$ cat config.mk
export PLATFORM = sky130hd
export DESIGN_NAME = axi4_lite_regif_flat
export DESIGN_NICKNAME = d
export VERILOG_FILES = /design/src/rtl/axi4_lite_pkg.sv /design/src/rtl/axi4_lite_regif_if.sv /design/src/rtl/axi4_lite_addr_decode.sv /design/src/rtl/axi4_lite_regif.sv /design/src/flat_wrapper.sv
export SDC_FILE = /design/constraint.sdc
export NUM_CORES = 1
export LEC_CHECK = 0
export BUFFER_PORTS_ARGS = -buffer_cell sky130_fd_sc_hd__buf_2
export CAP_MARGIN = 0
export CORE_AREA = 5 5 72 140
export DETAILED_ROUTE_END_ITERATION = 6
export DIE_AREA = 0 0 77 145
export MAX_ROUTING_LAYER = met4
export PLACE_DENSITY = 0.87
export RECOVER_POWER = 25
export SKIP_LAST_GASP = 1
export SLEW_MARGIN = 20
export SYNTH_ARGS = -nofsm -noshare
export SYNTH_HDL_FRONTEND = slang
export SYNTH_HIERARCHICAL = 1
export SYNTH_SLANG_ARGS = --single-unit
$ cat constraint.sdc
create_clock -name S_AXI_ACLK -period 1.57 [get_ports S_AXI_ACLK]
set_input_delay 0.157 -clock S_AXI_ACLK [delete_from_list [all_inputs] [get_ports S_AXI_ACLK]]
set_output_delay 0.157 -clock S_AXI_ACLK [all_outputs]
set_load 0.02 [all_outputs]
$ cat src/rtl/axi4_lite_pkg.sv
// Shared types and helpers for the AXI4-Lite register interface slave.
package axi4_lite_pkg;

    typedef enum logic [1:0] {
        RESP_OKAY   = 2'b00,
        RESP_EXOKAY = 2'b01,
        RESP_SLVERR = 2'b10,
        RESP_DECERR = 2'b11
    } axi_resp_e;

    typedef enum logic [1:0] {
        W_IDLE,
        W_EXEC,
        W_RESP
    } wr_state_e;

    typedef enum logic [1:0] {
        R_IDLE,
        R_FETCH,
        R_CAPT,
        R_RESP
    } rd_state_e;

    // Number of byte-offset address bits for a given bus width.
    function automatic int unsigned axi_lsb(input int unsigned data_w);
        return $clog2(data_w / 8);
    endfunction

    function automatic int unsigned axi_idx_w(input int unsigned num_regs);
        return (num_regs > 1) ? $clog2(num_regs) : 1;
    endfunction

endpackage

$ cat src/rtl/axi4_lite_regif_if.sv
// AXI4-Lite bus bundle between the interconnect master and the register slave.
interface axi4_lite_regif_if #(
    parameter int unsigned DATA_W = 32,
    parameter int unsigned ADDR_W = 8
);
    localparam int unsigned STRB_W = DATA_W / 8;

    logic [ADDR_W-1:0] S_AXI_AWADDR;
    logic [2:0]        S_AXI_AWPROT;
    logic              S_AXI_AWVALID;
    logic              S_AXI_AWREADY;
    logic [DATA_W-1:0] S_AXI_WDATA;
    logic [STRB_W-1:0] S_AXI_WSTRB;
    logic              S_AXI_WVALID;
    logic              S_AXI_WREADY;
    logic [1:0]        S_AXI_BRESP;
    logic              S_AXI_BVALID;
    logic              S_AXI_BREADY;
    logic [ADDR_W-1:0] S_AXI_ARADDR;
    logic [2:0]        S_AXI_ARPROT;
    logic              S_AXI_ARVALID;
    logic              S_AXI_ARREADY;
    logic [DATA_W-1:0] S_AXI_RDATA;
    logic [1:0]        S_AXI_RRESP;
    logic              S_AXI_RVALID;
    logic              S_AXI_RREADY;

    modport master (
        output S_AXI_AWADDR, S_AXI_AWPROT, S_AXI_AWVALID,
        input  S_AXI_AWREADY,
        output S_AXI_WDATA, S_AXI_WSTRB, S_AXI_WVALID,
        input  S_AXI_WREADY,
        input  S_AXI_BRESP, S_AXI_BVALID,
        output S_AXI_BREADY,
        output S_AXI_ARADDR, S_AXI_ARPROT, S_AXI_ARVALID,
        input  S_AXI_ARREADY,
        input  S_AXI_RDATA, S_AXI_RRESP, S_AXI_RVALID,
        output S_AXI_RREADY
    );

    modport slave (
        input  S_AXI_AWADDR, S_AXI_AWPROT, S_AXI_AWVALID,
        output S_AXI_AWREADY,
        input  S_AXI_WDATA, S_AXI_WSTRB, S_AXI_WVALID,
        output S_AXI_WREADY,
        output S_AXI_BRESP, S_AXI_BVALID,
        input  S_AXI_BREADY,
        input  S_AXI_ARADDR, S_AXI_ARPROT, S_AXI_ARVALID,
        output S_AXI_ARREADY,
        output S_AXI_RDATA, S_AXI_RRESP, S_AXI_RVALID,
        input  S_AXI_RREADY
    );

endinterface

$ cat src/rtl/axi4_lite_addr_decode.sv
// Combinational byte-address to register-index decode with DECERR/SLVERR classification.
module axi4_lite_addr_decode
    import axi4_lite_pkg::*;
#(
    parameter  int unsigned ADDR_W   = 8,
    parameter  int unsigned DATA_W   = 32,
    parameter  int unsigned NUM_REGS = 5,
    localparam int unsigned IDX_W    = axi_idx_w(NUM_REGS)
) (
    input  logic [ADDR_W-1:0] addr,
    input  logic              busy,
    output logic [IDX_W-1:0]  idx,
    output axi_resp_e         resp
);

    localparam int unsigned LSB = axi_lsb(DATA_W);
    localparam int unsigned FW  = ADDR_W - LSB;
    localparam int unsigned FWP = FW + 1;

    logic [FW-1:0] full_idx;

    assign full_idx = addr[ADDR_W-1:LSB];
    assign idx      = IDX_W'(full_idx);

    // Out-of-range index wins over misalignment and busy.
    always_comb begin
        resp = RESP_OKAY;
        if ({1'b0, full_idx} >= FWP'(NUM_REGS)) begin
            resp = RESP_DECERR;
        end else if ((addr[LSB-1:0] != '0) || busy) begin
            resp = RESP_SLVERR;
        end
    end

endmodule

$ cat src/rtl/axi4_lite_regif.sv
// AXI4-Lite slave bridging an interconnect master to a word-indexed register bank,
// with independent write (AW/W in any order) and read (registered fetch) channels.
module axi4_lite_regif
    import axi4_lite_pkg::*;
#(
    parameter  int unsigned C_S_AXI_DATA_WIDTH = 32,
    parameter  int unsigned C_S_AXI_ADDR_WIDTH = 8,
    parameter  int unsigned NUM_REGS           = 5,
    localparam int unsigned IDX_W              = axi_idx_w(NUM_REGS),
    localparam int unsigned STRB_W             = C_S_AXI_DATA_WIDTH / 8
) (
    input  logic                          S_AXI_ACLK,
    input  logic                          S_AXI_ARESET,
    axi4_lite_regif_if.slave              s_axi,
    input  logic                          i_is_busy,
    output logic                          o_wr_en,
    output logic [IDX_W-1:0]              o_wr_idx,
    output logic [C_S_AXI_DATA_WIDTH-1:0] o_wr_data,
    output logic [STRB_W-1:0]             o_wr_strb,
    output logic                          o_rd_en,
    output logic [IDX_W-1:0]              o_rd_idx,
    input  logic [C_S_AXI_DATA_WIDTH-1:0] i_rd_data
);

    localparam int unsigned DATA_W = C_S_AXI_DATA_WIDTH;
    localparam int unsigned ADDR_W = C_S_AXI_ADDR_WIDTH;

    wr_state_e         wr_state_q, wr_state_d;
    rd_state_e         rd_state_q, rd_state_d;
    logic              aw_held_q, w_held_q;
    logic [ADDR_W-1:0] awaddr_q, araddr_q;
    logic [DATA_W-1:0] wdata_q, rdata_q;
    logic [STRB_W-1:0] wstrb_q;
    axi_resp_e         bresp_q, rresp_q;

    logic              awready_c, wready_c, bvalid_c, arready_c, rvalid_c;
    logic              aw_hs_c, w_hs_c, ar_hs_c;
    logic [IDX_W-1:0]  wr_idx_c, rd_idx_c;
    axi_resp_e         wr_resp_c, rd_resp_c;
    logic              unused_prot_c;

    axi4_lite_addr_decode #(
        .ADDR_W   (ADDR_W),
        .DATA_W   (DATA_W),
        .NUM_REGS (NUM_REGS)
    ) u_wr_decode (
        .addr (awaddr_q),
        .busy (i_is_busy),
        .idx  (wr_idx_c),
        .resp (wr_resp_c)
    );

    axi4_lite_addr_decode #(
        .ADDR_W   (ADDR_W),
        .DATA_W   (DATA_W),
        .NUM_REGS (NUM_REGS)
    ) u_rd_decode (
        .addr (araddr_q),
        .busy (i_is_busy),
        .idx  (rd_idx_c),
        .resp (rd_resp_c)
    );

    assign aw_hs_c = s_axi.S_AXI_AWVALID && awready_c;
    assign w_hs_c  = s_axi.S_AXI_WVALID  && wready_c;
    assign ar_hs_c = s_axi.S_AXI_ARVALID && arready_c;

    assign s_axi.S_AXI_AWREADY = awready_c;
    assign s_axi.S_AXI_WREADY  = wready_c;
    assign s_axi.S_AXI_BVALID  = bvalid_c;
    assign s_axi.S_AXI_BRESP   = bresp_q;
    assign s_axi.S_AXI_ARREADY = arready_c;
    assign s_axi.S_AXI_RVALID  = rvalid_c;
    assign s_axi.S_AXI_RRESP   = rresp_q;
    assign s_axi.S_AXI_RDATA   = rdata_q;

    assign unused_prot_c = ^{s_axi.S_AXI_AWPROT, s_axi.S_AXI_ARPROT};

    // ---------------- write channel ----------------
    always_ff @(posedge S_AXI_ACLK) begin
        if (S_AXI_ARESET) wr_state_q <= W_IDLE;
        else              wr_state_q <= wr_state_d;
    end

    always_comb begin
        wr_state_d = wr_state_q;
        unique case (wr_state_q)
            W_IDLE:  if ((aw_held_q || aw_hs_c) && (w_held_q || w_hs_c)) wr_state_d = W_EXEC;
            W_EXEC:  wr_state_d = W_RESP;
            W_RESP:  if (s_axi.S_AXI_BREADY) wr_state_d = W_IDLE;
            default: wr_state_d = W_IDLE;
        endcase
    end

    // Bank-side write strobes exist only in W_EXEC; everything is quiet under reset.
    always_comb begin
        awready_c = 1'b0;
        wready_c  = 1'b0;
        bvalid_c  = 1'b0;
        o_wr_en   = 1'b0;
        o_wr_idx  = '0;
        o_wr_data = '0;
        o_wr_strb = '0;
        if (!S_AXI_ARESET) begin
            unique case (wr_state_q)
                W_IDLE: begin
                    awready_c = !aw_held_q;
                    wready_c  = !w_held_q;
                end
                W_EXEC: begin
                    o_wr_en   = (wr_resp_c == RESP_OKAY) && (wstrb_q != '0);
                    o_wr_idx  = wr_idx_c;
                    o_wr_data = wdata_q;
                    o_wr_strb = wstrb_q;
                end
                W_RESP:  bvalid_c = 1'b1;
                default: ;
            endcase
        end
    end

    always_ff @(posedge S_AXI_ACLK) begin
        if (S_AXI_ARESET) begin
            aw_held_q <= 1'b0;
            w_held_q  <= 1'b0;
            awaddr_q  <= '0;
            wdata_q   <= '0;
            wstrb_q   <= '0;
            bresp_q   <= RESP_OKAY;
        end else begin
            if (aw_hs_c) begin
                aw_held_q <= 1'b1;
                awaddr_q  <= s_axi.S_AXI_AWADDR;
            end
            if (w_hs_c) begin
                w_held_q <= 1'b1;
                wdata_q  <= s_axi.S_AXI_WDATA;
                wstrb_q  <= s_axi.S_AXI_WSTRB;
            end
            if (wr_state_q == W_EXEC) bresp_q <= wr_resp_c;
            if (bvalid_c && s_axi.S_AXI_BREADY) begin
                aw_held_q <= 1'b0;
                w_held_q  <= 1'b0;
            end
        end
    end

    // ---------------- read channel ----------------
    always_ff @(posedge S_AXI_ACLK) begin
        if (S_AXI_ARESET) rd_state_q <= R_IDLE;
        else              rd_state_q <= rd_state_d;
    end

    always_comb begin
        rd_state_d = rd_state_q;
        unique case (rd_state_q)
            R_IDLE:  if (ar_hs_c) rd_state_d = R_FETCH;
            R_FETCH: rd_state_d = R_CAPT;
            R_CAPT:  rd_state_d = R_RESP;
            R_RESP:  if (s_axi.S_AXI_RREADY) rd_state_d = R_IDLE;
            default: rd_state_d = R_IDLE;
        endcase
    end

    always_comb begin
        arready_c = 1'b0;
        rvalid_c  = 1'b0;
        o_rd_en   = 1'b0;
        o_rd_idx  = '0;
        if (!S_AXI_ARESET) begin
            unique case (rd_state_q)
                R_IDLE:  arready_c = 1'b1;
                R_FETCH: begin
                    o_rd_en  = (rd_resp_c == RESP_OKAY);
                    o_rd_idx = (rd_resp_c == RESP_OKAY) ? rd_idx_c : '0;
                end
                R_RESP:  rvalid_c = 1'b1;
                default: ;
            endcase
        end
    end

    // Bank data arrives the cycle after the fetch pulse; errored reads return zero.
    always_ff @(posedge S_AXI_ACLK) begin
        if (S_AXI_ARESET) begin
            araddr_q <= '0;
            rresp_q  <= RESP_OKAY;
            rdata_q  <= '0;
        end else begin
            if (ar_hs_c) araddr_q <= s_axi.S_AXI_ARADDR;
            if (rd_state_q == R_FETCH) rresp_q <= rd_resp_c;
            if (rd_state_q == R_CAPT) rdata_q <= (rresp_q == RESP_OKAY) ? i_rd_data : '0;
        end
    end

endmodule

$ cat src/flat_wrapper.sv
// flat-port wrapper written by rule: the top's interface ports become plain ports
module axi4_lite_regif_flat import axi4_lite_pkg::*;
#(
    parameter  int unsigned C_S_AXI_DATA_WIDTH = 32,
    parameter  int unsigned C_S_AXI_ADDR_WIDTH = 8,
    parameter  int unsigned NUM_REGS           = 5,
    localparam int unsigned IDX_W              = axi_idx_w(NUM_REGS),
    localparam int unsigned STRB_W             = C_S_AXI_DATA_WIDTH / 8
)
  (S_AXI_ACLK, S_AXI_ARESET, i_is_busy, o_wr_en, o_wr_idx, o_wr_data, o_wr_strb, o_rd_en, o_rd_idx, i_rd_data, s_axi_S_AXI_AWADDR, s_axi_S_AXI_AWPROT, s_axi_S_AXI_AWVALID, s_axi_S_AXI_AWREADY, s_axi_S_AXI_WDATA, s_axi_S_AXI_WSTRB, s_axi_S_AXI_WVALID, s_axi_S_AXI_WREADY, s_axi_S_AXI_BRESP, s_axi_S_AXI_BVALID, s_axi_S_AXI_BREADY, s_axi_S_AXI_ARADDR, s_axi_S_AXI_ARPROT, s_axi_S_AXI_ARVALID, s_axi_S_AXI_ARREADY, s_axi_S_AXI_RDATA, s_axi_S_AXI_RRESP, s_axi_S_AXI_RVALID, s_axi_S_AXI_RREADY);
  axi4_lite_regif_if s_axi_i ();
  input  logic S_AXI_ACLK;
  input  logic S_AXI_ARESET;
  input  logic i_is_busy;
  output logic o_wr_en;
  output logic [IDX_W-1:0] o_wr_idx;
  output logic [C_S_AXI_DATA_WIDTH-1:0] o_wr_data;
  output logic [STRB_W-1:0] o_wr_strb;
  output logic o_rd_en;
  output logic [IDX_W-1:0] o_rd_idx;
  input  logic [C_S_AXI_DATA_WIDTH-1:0] i_rd_data;
  input wire logic [$bits(s_axi_i.S_AXI_AWADDR)-1:0] s_axi_S_AXI_AWADDR;
  input wire logic [$bits(s_axi_i.S_AXI_AWPROT)-1:0] s_axi_S_AXI_AWPROT;
  input wire logic [$bits(s_axi_i.S_AXI_AWVALID)-1:0] s_axi_S_AXI_AWVALID;
  output wire logic [$bits(s_axi_i.S_AXI_AWREADY)-1:0] s_axi_S_AXI_AWREADY;
  input wire logic [$bits(s_axi_i.S_AXI_WDATA)-1:0] s_axi_S_AXI_WDATA;
  input wire logic [$bits(s_axi_i.S_AXI_WSTRB)-1:0] s_axi_S_AXI_WSTRB;
  input wire logic [$bits(s_axi_i.S_AXI_WVALID)-1:0] s_axi_S_AXI_WVALID;
  output wire logic [$bits(s_axi_i.S_AXI_WREADY)-1:0] s_axi_S_AXI_WREADY;
  output wire logic [$bits(s_axi_i.S_AXI_BRESP)-1:0] s_axi_S_AXI_BRESP;
  output wire logic [$bits(s_axi_i.S_AXI_BVALID)-1:0] s_axi_S_AXI_BVALID;
  input wire logic [$bits(s_axi_i.S_AXI_BREADY)-1:0] s_axi_S_AXI_BREADY;
  input wire logic [$bits(s_axi_i.S_AXI_ARADDR)-1:0] s_axi_S_AXI_ARADDR;
  input wire logic [$bits(s_axi_i.S_AXI_ARPROT)-1:0] s_axi_S_AXI_ARPROT;
  input wire logic [$bits(s_axi_i.S_AXI_ARVALID)-1:0] s_axi_S_AXI_ARVALID;
  output wire logic [$bits(s_axi_i.S_AXI_ARREADY)-1:0] s_axi_S_AXI_ARREADY;
  output wire logic [$bits(s_axi_i.S_AXI_RDATA)-1:0] s_axi_S_AXI_RDATA;
  output wire logic [$bits(s_axi_i.S_AXI_RRESP)-1:0] s_axi_S_AXI_RRESP;
  output wire logic [$bits(s_axi_i.S_AXI_RVALID)-1:0] s_axi_S_AXI_RVALID;
  input wire logic [$bits(s_axi_i.S_AXI_RREADY)-1:0] s_axi_S_AXI_RREADY;
  assign s_axi_i.S_AXI_AWADDR = s_axi_S_AXI_AWADDR;
  assign s_axi_i.S_AXI_AWPROT = s_axi_S_AXI_AWPROT;
  assign s_axi_i.S_AXI_AWVALID = s_axi_S_AXI_AWVALID;
  assign s_axi_S_AXI_AWREADY = s_axi_i.S_AXI_AWREADY;
  assign s_axi_i.S_AXI_WDATA = s_axi_S_AXI_WDATA;
  assign s_axi_i.S_AXI_WSTRB = s_axi_S_AXI_WSTRB;
  assign s_axi_i.S_AXI_WVALID = s_axi_S_AXI_WVALID;
  assign s_axi_S_AXI_WREADY = s_axi_i.S_AXI_WREADY;
  assign s_axi_S_AXI_BRESP = s_axi_i.S_AXI_BRESP;
  assign s_axi_S_AXI_BVALID = s_axi_i.S_AXI_BVALID;
  assign s_axi_i.S_AXI_BREADY = s_axi_S_AXI_BREADY;
  assign s_axi_i.S_AXI_ARADDR = s_axi_S_AXI_ARADDR;
  assign s_axi_i.S_AXI_ARPROT = s_axi_S_AXI_ARPROT;
  assign s_axi_i.S_AXI_ARVALID = s_axi_S_AXI_ARVALID;
  assign s_axi_S_AXI_ARREADY = s_axi_i.S_AXI_ARREADY;
  assign s_axi_S_AXI_RDATA = s_axi_i.S_AXI_RDATA;
  assign s_axi_S_AXI_RRESP = s_axi_i.S_AXI_RRESP;
  assign s_axi_S_AXI_RVALID = s_axi_i.S_AXI_RVALID;
  assign s_axi_i.S_AXI_RREADY = s_axi_S_AXI_RREADY;
  axi4_lite_regif #(.C_S_AXI_DATA_WIDTH(C_S_AXI_DATA_WIDTH), .C_S_AXI_ADDR_WIDTH(C_S_AXI_ADDR_WIDTH), .NUM_REGS(NUM_REGS)) u_core (.S_AXI_ACLK(S_AXI_ACLK), .S_AXI_ARESET(S_AXI_ARESET), .s_axi(s_axi_i), .i_is_busy(i_is_busy), .o_wr_en(o_wr_en), .o_wr_idx(o_wr_idx), .o_wr_data(o_wr_data), .o_wr_strb(o_wr_strb), .o_rd_en(o_rd_en), .o_rd_idx(o_rd_idx), .i_rd_data(i_rd_data));
endmodule
==> results.txt, run 1 <==
----------------------------------------------------
[Placement]
  Post-DP HPWL ... 8.61 mm
  Pre-CTS worst setup slack ... -0.341 ns
  Total placed cells including tap cells ... 752
  Final weighted congestion in routability-driven placement ... 0.849
  Buffers on Ports ... 176
  Post-place instance area ... 5090 sq um

[Layout]
  Proportion of layout cells with a drive suffix above 1 ... 38.9%
  Final design area excluding fillers ... 6070 sq um
  Final cell count without fillers ... 785
  Area growth, synth to finish ... 49.4%
  Total area of multi-input combinational cells ... 2200 sq um
  Leading cell type in the layout, fill and taps excluded ... buf_2
  Number of antenna diodes ... 0
  Number of fill cells ... 687
  Final Net Count ... 781
  Commonest cells after routing, fill and taps aside ... 97 x buf_2, 88 x dfxtp_1, 87 x a21oi_1, 52 x nand3_1, 48 x buf_6
  Sequential cell area ... 1890 sq um

[Power and ir drop]
  Power per Cell Area ... 1190 nW/um^2
  Internal power contribution ... 0.00483 W
  Leak ... 2.61 nW
  Reported net switching power ... 0.00237 W
  Switching power as a share of total power ... 32.9%
  Clk pwr share ... 28.5%
  Part of the total power dissipated in combinational logic ... 31.4%
  Largest vdd supply drop ... 0.000646 V
  Share of power burned in registers ... 40.1%

[Run]
  Number of max-capacitance violations reported ... 0

[Floorplanning]
  Die boundary height ... 145 um
  Boundary pin count ... 183
  Width of the die ... 77 um
  Die Outline Area ... 11200 sq um
  Site Rows ... 49
  Core footprint ... 8890 sq um
  Initial cell density of the core ... 45.7%

[CTS]
  Insertion delay to the later sink of the worst-skew pair ... 0.33 ns
  CTS tree ... done
  Clock-pin slew reported for the worst setup and hold paths after clock tree synthesis ... 0.06 ns
  Largest buffer count on any clock path ... 2
  Cell chosen for the clock root ... clkbuf_16
  Clk sinks ... 94
  CTS HTree Levels ... 3
  Inserted Clock Buffers ... 9

[Setup path]
  Data arrival time of the critical path ... 1.70 ns
  Delay of the slowest cell on the worst path ... 0.34 ns
  Ordered list of cells on the worst path ... nor3_4, nand3_2, nor4b_4, and2_1, buf_6
  CP Capture Type ... primary output
  Category of the worst setup path launch point ... register
  Critical-path top delay cell ... nor4b_4
  CP max FO ... 4
  Required time worst endpoint ... 1.41 ns
  Classification of the worst setup path ... register to primary output

[STA]
  Actual transition at the worst max-transition pin ... 0.394 ns
  Final worst-path setup slack ... -0.283 ns
  Final-layout worst hold slack ... 0.0569 ns
  Minimum period implied by the final worst setup slack ... 1.85 ns
  Share of the clock period used by the worst path after layout ... 118%
  Setup repair after global routing missed its margin ... yes
  Number of max-slew violations in the final report ... 0
  Sum of negative setup slack ... -2.88 ns
  Final Hold Fails ... 0
  Highest achievable clock rate ... 0.540 GHz
  Finish-stage setup viols ... 46
  Skew final ... 0.00765 ns
  Relative slew margins ... 73.5%

[Synth]
  Synth unique cells ... 28
  Number of standard cells after synthesis ... 499
  Synth Net Count ... 602
  Synthesized flop and latch total ... 94
  Async SR Flop Fraction ... 0%
  Portion of the post-synthesis area used by sequential elements ... 46.3%
  Synth Warn # ... 6
  Post-synth EDFFs ... 0
  Area of the mapped netlist ... 4070 sq um
  Dominant register cell in the synthesized netlist ... dfxtp_1
  Syn avg cell area ... 8.15 sq um

[Global routing]
  First-pass GRT wire length ... 20.9 mm
  Largest net degree at the start of global routing ... 45
  Vias in the first global route ... 4355
  Initial antenna violation count ... 0
  GRT Residual Overflow ... 0
  GRT Total Usage ... 23.4%

[Detailed routing]
  Final routed DRC violation total ... 0
  Per-cell via count in the routed design ... 5.43
  Number of vias in the routed layout ... 4265
  Drt initial violations ... 199
  Average wire per cell in the routed design ... 17.0 um
  Number of nets with antenna violations after detailed routing ... 0
  Number of search-and-repair iterations in the first detailed-routing pass ... 7
  Total routed wirelength ... 13.3 mm

[Status]
  Violations in the final reports ... negative setup slack
  Run status ... finished with violations

[Min path]
  Type of the most critical hold path ... input port to register

----------------------------------------------------
==> registers in the layout, summed over array words and instances, names as in the netlist <==
| signal | count |
|---|---|
| u_core/s_axi.S_AXI_RDATA | 32 |
| u_core/wdata_q | 32 |
| u_core/araddr_q | 8 |
| u_core/awaddr_q | 8 |
| u_core/wstrb_q | 4 |
| u_core/rd_state_q | 2 |
| u_core/s_axi.S_AXI_BRESP | 2 |
| u_core/s_axi.S_AXI_RRESP | 2 |
| u_core/wr_state_q | 2 |
| u_core/aw_held_q | 1 |
| u_core/w_held_q | 1 |
==> what timing repair did <==
action / CTS / global route
endpoints found under the setup margin: 79 / 59
hold endpoints to repair: 0 / 0
cloned: 5 / 0
pin swaps: 42 / 9
buffers inserted: 14 / 3
hold buffers: 0 / 0
resized for setup: 158 / 20
==> critical path, delay by kind of cell (launching register included) <==
family	cells	cell delay, ns
and+or+nand+nor	4	0.91
DFF	1	0.33
buffers and inverters	1	0.12
==> power by group through the flow <==
stage | Sequential, W | Combinational, W | Clock, W
after floorplan | 0.00306 | 0.00111 | 0
after global placement | 0.00287 | 0.00188 | 0
after detailed placement | 0.00289 | 0.00197 | 0
after CTS | 0.00287 | 0.00225 | 0.00211
after global routing | 0.00292 | 0.00246 | 0.00222
final | 0.00289 | 0.00226 | 0.00205
==> logic make-up after synthesis <==
logic type / Yosys count / synth area share (%)
AOI/OAI and AO/OA: 138 / 17.3
adders and majority gates: 5 / 1.54
buffers and inverters: 49 / 5.97
DFF: 94 / 46.3
muxes: 6 / 1.48
and+or+nand+nor: 207 / 27.5
==> path summary, 6_finish.rpt <==
| check | from | end | slack (ns) | cells past startpoint |
|---|---|---|---|---|
| worst max-delay path | u_core/araddr_q[5] | o_rd_idx[1] | -0.28 | 5 |
| worst min-delay path | i_rd_data[23] | u_core/s_axi.S_AXI_RDATA[23] | 0.06 | 3 |
| worst max register to register | u_core/wr_state_q[1] | u_core/wdata_q[5] | 0.04 | 6 |
| worst min register to register | u_core/araddr_q[0] | u_core/araddr_q[0] | 0.47 | 2 |
==> synthesized netlist by cell type (all sizes together) (2+ instances only) <==
master / instances / area (sq um)
dfxtp: 94 / 1880
a21oi: 87 / 435
nand3: 54 / 270
o21ai: 46 / 230
and2: 42 / 263
nor2: 40 / 150
nor2b: 39 / 244
buf: 24 / 149
clkbuf: 22 / 82.6
nand2: 13 / 48.8
nand2b: 8 / 50.1
mux2i: 6 / 60.1
ha: 5 / 62.6
nor3: 5 / 40.0
inv: 3 / 11.3
o21bai: 3 / 22.5
nor3b: 2 / 20.0
nor4b: 2 / 17.5
==> stage by stage <==
stage | power, W | utilization (%)
after global routing | 0.00760 | 68.3
final | 0.00720 | 68.3
after detailed placement | 0.00485 | 57.3
after global placement | 0.00475 | 57.3
after floorplan | 0.00417 | -
after CTS | 0.00723 | 68.7
==> layout make-up <==
type	count	area share (%)
Clock buffer	14	4.51
Clock inverter	2	0.247
Inverter	3	0.185
Multi-Input combinational cell	357	36.1
Sequential cell	94	31.1
Tap cell	102	2.10
Timing Repair Buffer	213	25.7
==> routing by layer <==
layer / global-route usage [%] / routed length (um) / vias to the layer above
li1: - / - / 2040
met1: 23.3 / 4600 / 1961
met2: 43.0 / 7370 / 232
met3: 4.53 / 950 / 32
met4: 10.4 / 405 / 0
met5: - / 0 / -
Note: power is estimated with default switching activity, not from simulation.
==> inputs of run 2 (changes only) <==
CORE_AREA = 5 5 71 137   (was 5 5 72 140)
CTS_BUF_LIST = sky130_fd_sc_hd__clkbuf_4   (was default)
DIE_AREA = 0 0 76 142   (was 0 0 77 145)
PLACE_DENSITY = 0.9   (was 0.87)
SKIP_CTS_REPAIR_TIMING = 1   (was default)
==> run 2 against run 1 <==
The flow finishes with violations (design-rule violations, negative setup slack). Design area up 12%. Sequential share of layout area down 3.4 points. Critical path depth unchanged. Maximum frequency down 11%. Clock skew up 0.032 ns. Sequential cell count unchanged. Clock-buffer cell count down 5. First-iteration DRC count up 130%. Clock power down 24%.
==> results.txt, run 2 (same netlist as run 1, synthesis figures left out) <==
----------------------------------------------------
[Floorplanning]
  Boundary pin count ... 183 (unchanged)
  Die Outline Area ... 10800 sq um (-3.3%)
  Site Rows ... 48 (-2.0%)
  Initial cell density of the core ... 47.3% (+1.6 points)
  Core footprint ... 8590 sq um (-3.4%)
  Width of the die ... 76 um (-1.3%)
  Die boundary height ... 142 um (-2.1%)

[Min path]
  Hold path cells ... 3 (unchanged)
  Worst Min Path Start ... s_axi_S_AXI_WVALID
  Type of the most critical hold path ... input port to register
  Worst Hold Path EP ... u_core/wr_state_q[0]

[Placement]
  Post-DP HPWL ... 8.86 mm (+2.9%)
  Buffers on Ports ... 176 (unchanged)
  Final weighted congestion in routability-driven placement ... 0.860 (+1.2%)
  Total placed cells including tap cells ... 749 (-0.40%)

[Detailed routing]
  Number of vias in the routed layout ... 5033 (+18%)
  Drt initial violations ... 451 (+130%)
  Average wire per cell in the routed design ... 21.0 um (+24%)
  Final routed DRC violation total ... 3 (+3)
  Number of search-and-repair iterations in the first detailed-routing pass ... 7 (unchanged)
  Per-cell via count in the routed design ... 5.78 (+6.4%)
  Total routed wirelength ... 18.3 mm (+37%)
  Number of nets with antenna violations after detailed routing ... 0 (unchanged)

[Layout]
  Final Net Count ... 866 (+11%)
  Commonest cells after routing, fill and taps aside ... 98 x buf_2, 90 x dfxtp_1, 87 x a21oi_1, 86 x dlygate4sd3_1, 56 x buf_6
  Proportion of layout cells with a drive suffix above 1 ... 35.2% (-3.8 points)
  Share of the core filled with cells ... 79.3% (+11 points)
  Number of fill cells ... 508 (-26%)
  Leading cell type in the layout, fill and taps excluded ... buf_2
  Final cell count without fillers ... 871 (+11%)
  Area growth, synth to finish ... 67.6%

[Setup path]
  Number of cells traversed by the worst register-to-register path ... 7 (+1)
  Reg-to-reg setup timing slack ... -0.15 ns (-0.19 ns)
  Family with the most delay on the worst path ... simple AND/OR/NAND/NOR gates
  Category of the worst setup path launch point ... register
  Data arrival time of the critical path ... 1.91 ns (+0.21 ns)
  CP max FO ... 4 (unchanged)
  Endpoint of the worst register-to-register path ... u_core/s_axi.S_AXI_RDATA[2]
  Critical-path top delay cell ... dfxtp_1
  Required time worst endpoint ... 1.41 ns (about the same)
  Ordered list of cells on the worst path ... nor3_4, nand2_2, nor4b_4, and2_4, buf_6
  Critical path buffers and inverters ... 1 (unchanged)
  Source of the worst register-to-register timing path ... u_core/rd_state_q[0]
  CP Capture Type ... primary output
  Classification of the worst setup path ... register to primary output
  Delay of the slowest cell on the worst path ... 0.38 ns (+0.04 ns)

[Status]
  Violations in the final reports ... design-rule violations, negative setup slack
  Run status ... finished with violations

[STA]
  Final worst-path setup slack ... -0.501 ns (-0.218 ns)
  Highest achievable clock rate ... 0.483 GHz (-11%)
  Setup repair after global routing missed its margin ... yes
  Final-layout worst hold slack ... 0.0110 ns (-0.0458 ns)
  Final Hold Fails ... 0 (unchanged)
  Actual transition at the worst max-transition pin ... 0.571 ns (+0.176 ns)
  Share of the clock period used by the worst path after layout ... 132% (+14 points)
  Sum of negative setup slack ... -17.78 ns (-14.90 ns)
  Number of max-slew violations in the final report ... 0 (unchanged)
  Finish-stage setup viols ... 82 (+78%)
  Skew final ... 0.0401 ns (+0.0325 ns)
  Relative slew margins ... 61.9% (-12 points)
  Minimum period implied by the final worst setup slack ... 2.07 ns (+0.218 ns)

[Global routing]
  GRT Total Usage ... 21.7% (-1.7 points)
  First-pass GRT wire length ... 18.8 mm (-10%)
  GRT Residual Overflow ... 0 (unchanged)
  Largest net degree at the start of global routing ... 45 (unchanged)
  Initial antenna violation count ... 3 (+3)
  Vias in the first global route ... 4203 (-3.5%)

[CTS]
  Cell chosen for the clock root ... clkbuf_4
  CTS tree ... done
  Clk sinks ... 94 (unchanged)
  Insertion delay to the later sink of the worst-skew pair ... 0.48 ns (+0.15 ns)
  Largest buffer count on any clock path ... 2 (unchanged)
  CTS HTree Levels ... 3 (unchanged)
  Clock-pin slew reported for the worst setup and hold paths after clock tree synthesis ... 0.16 ns (+0.10 ns)
  Inserted Clock Buffers ... 9 (unchanged)

[Power and ir drop]
  Power per Cell Area ... 1050 nW/um^2 (-11%)
  Leak ... 2.93 nW (+12%)
  Largest vdd supply drop ... 0.000628 V (-2.7%)

[Run]
  Number of max-capacitance violations reported ... 0 (unchanged)

----------------------------------------------------
==> run 2: cell types whose count changed in the layout (fill, tap and decap cells not counted), sizes merged <==
cell         before  now
buf             181  182
bufinv            0    2
clkbuf           46   40
clkinv            0    3
clkinvlp          2    0
diode             0    3
dlygate4sd3       0   86
inv               3    5
nor3b             3    2
==> run 2: power by group <==
part | leakage (nW) | total (W) | internal [W] | switching [W]
clock network | 0.0907 | 0.00155 | 0.000655 | 0.000890
registers | 0.766 | 0.00292 | 0.00268 | 0.000241
logic | 2.07 | 0.00270 | 0.00114 | 0.00156
==> run 2: area by class of cell <==
cell class | instances | area, sq um | area share (%)
Inverter | 3 | 16.3 | 0.239
Clock buffer | 9 | 67.6 | 0.992
Timing Repair Buffer | 299 | 2410 | 35.4
Antenna cell | 3 | 7.51 | 0.110
Multi-Input combinational cell | 356 | 2200 | 32.3
Clock inverter | 7 | 96.3 | 1.41
Sequential cell | 94 | 1890 | 27.7
Tap cell | 100 | 125 | 1.84
==> run 2: through the flow <==
stage	total power [W]	worst slack, ns	instance area [sq um]
after floorplan	0.00417	0.0108	4090
after global routing	0.00745	-0.591	6810
after global placement	0.00475	-0.215	5090
after detailed placement	0.00488	-0.397	5090
after CTS	0.00636	-0.552	5260
final	0.00717	-0.501	6810
==> run 2: worst register-to-register path: cells and delay by family, from the launching register on <==
kind | cells | cell delay (ns)
compound gates | 1 | 0.11
fa+ha+maj | 1 | 0.22
flops | 1 | 0.37
simple gates | 2 | 0.52
buf+inv | 3 | 0.40
==> run 2: per-layer routing <==
layer,up-vias,wire [um],global-route usage (%)
li1,2210,-,-
met5,-,0,-
met1,2322,5990,20.8
met3,101,1710,6.59
met4,0,963,10.3
met2,400,9630,38.9
==> run 2: worst max path at each step <==
stage | from | end | slack [ns] | cells past startpoint
finish | u_core/araddr_q[6] | o_rd_idx[2] | -0.50 | 5
global route | u_core/araddr_q[6] | o_rd_idx[2] | -0.59 | 5
CTS | u_core/araddr_q[7] | o_rd_idx[2] | -0.55 | 5
detailed placement | u_core/rd_state_q[0] | u_core/s_axi.S_AXI_RDATA[4] | -0.40 | 5
global placement | u_core/rd_state_q[0] | u_core/s_axi.S_AXI_RDATA[30] | -0.22 | 5
floorplan | u_core/araddr_q[7] | o_rd_idx[0] | 0.01 | 4
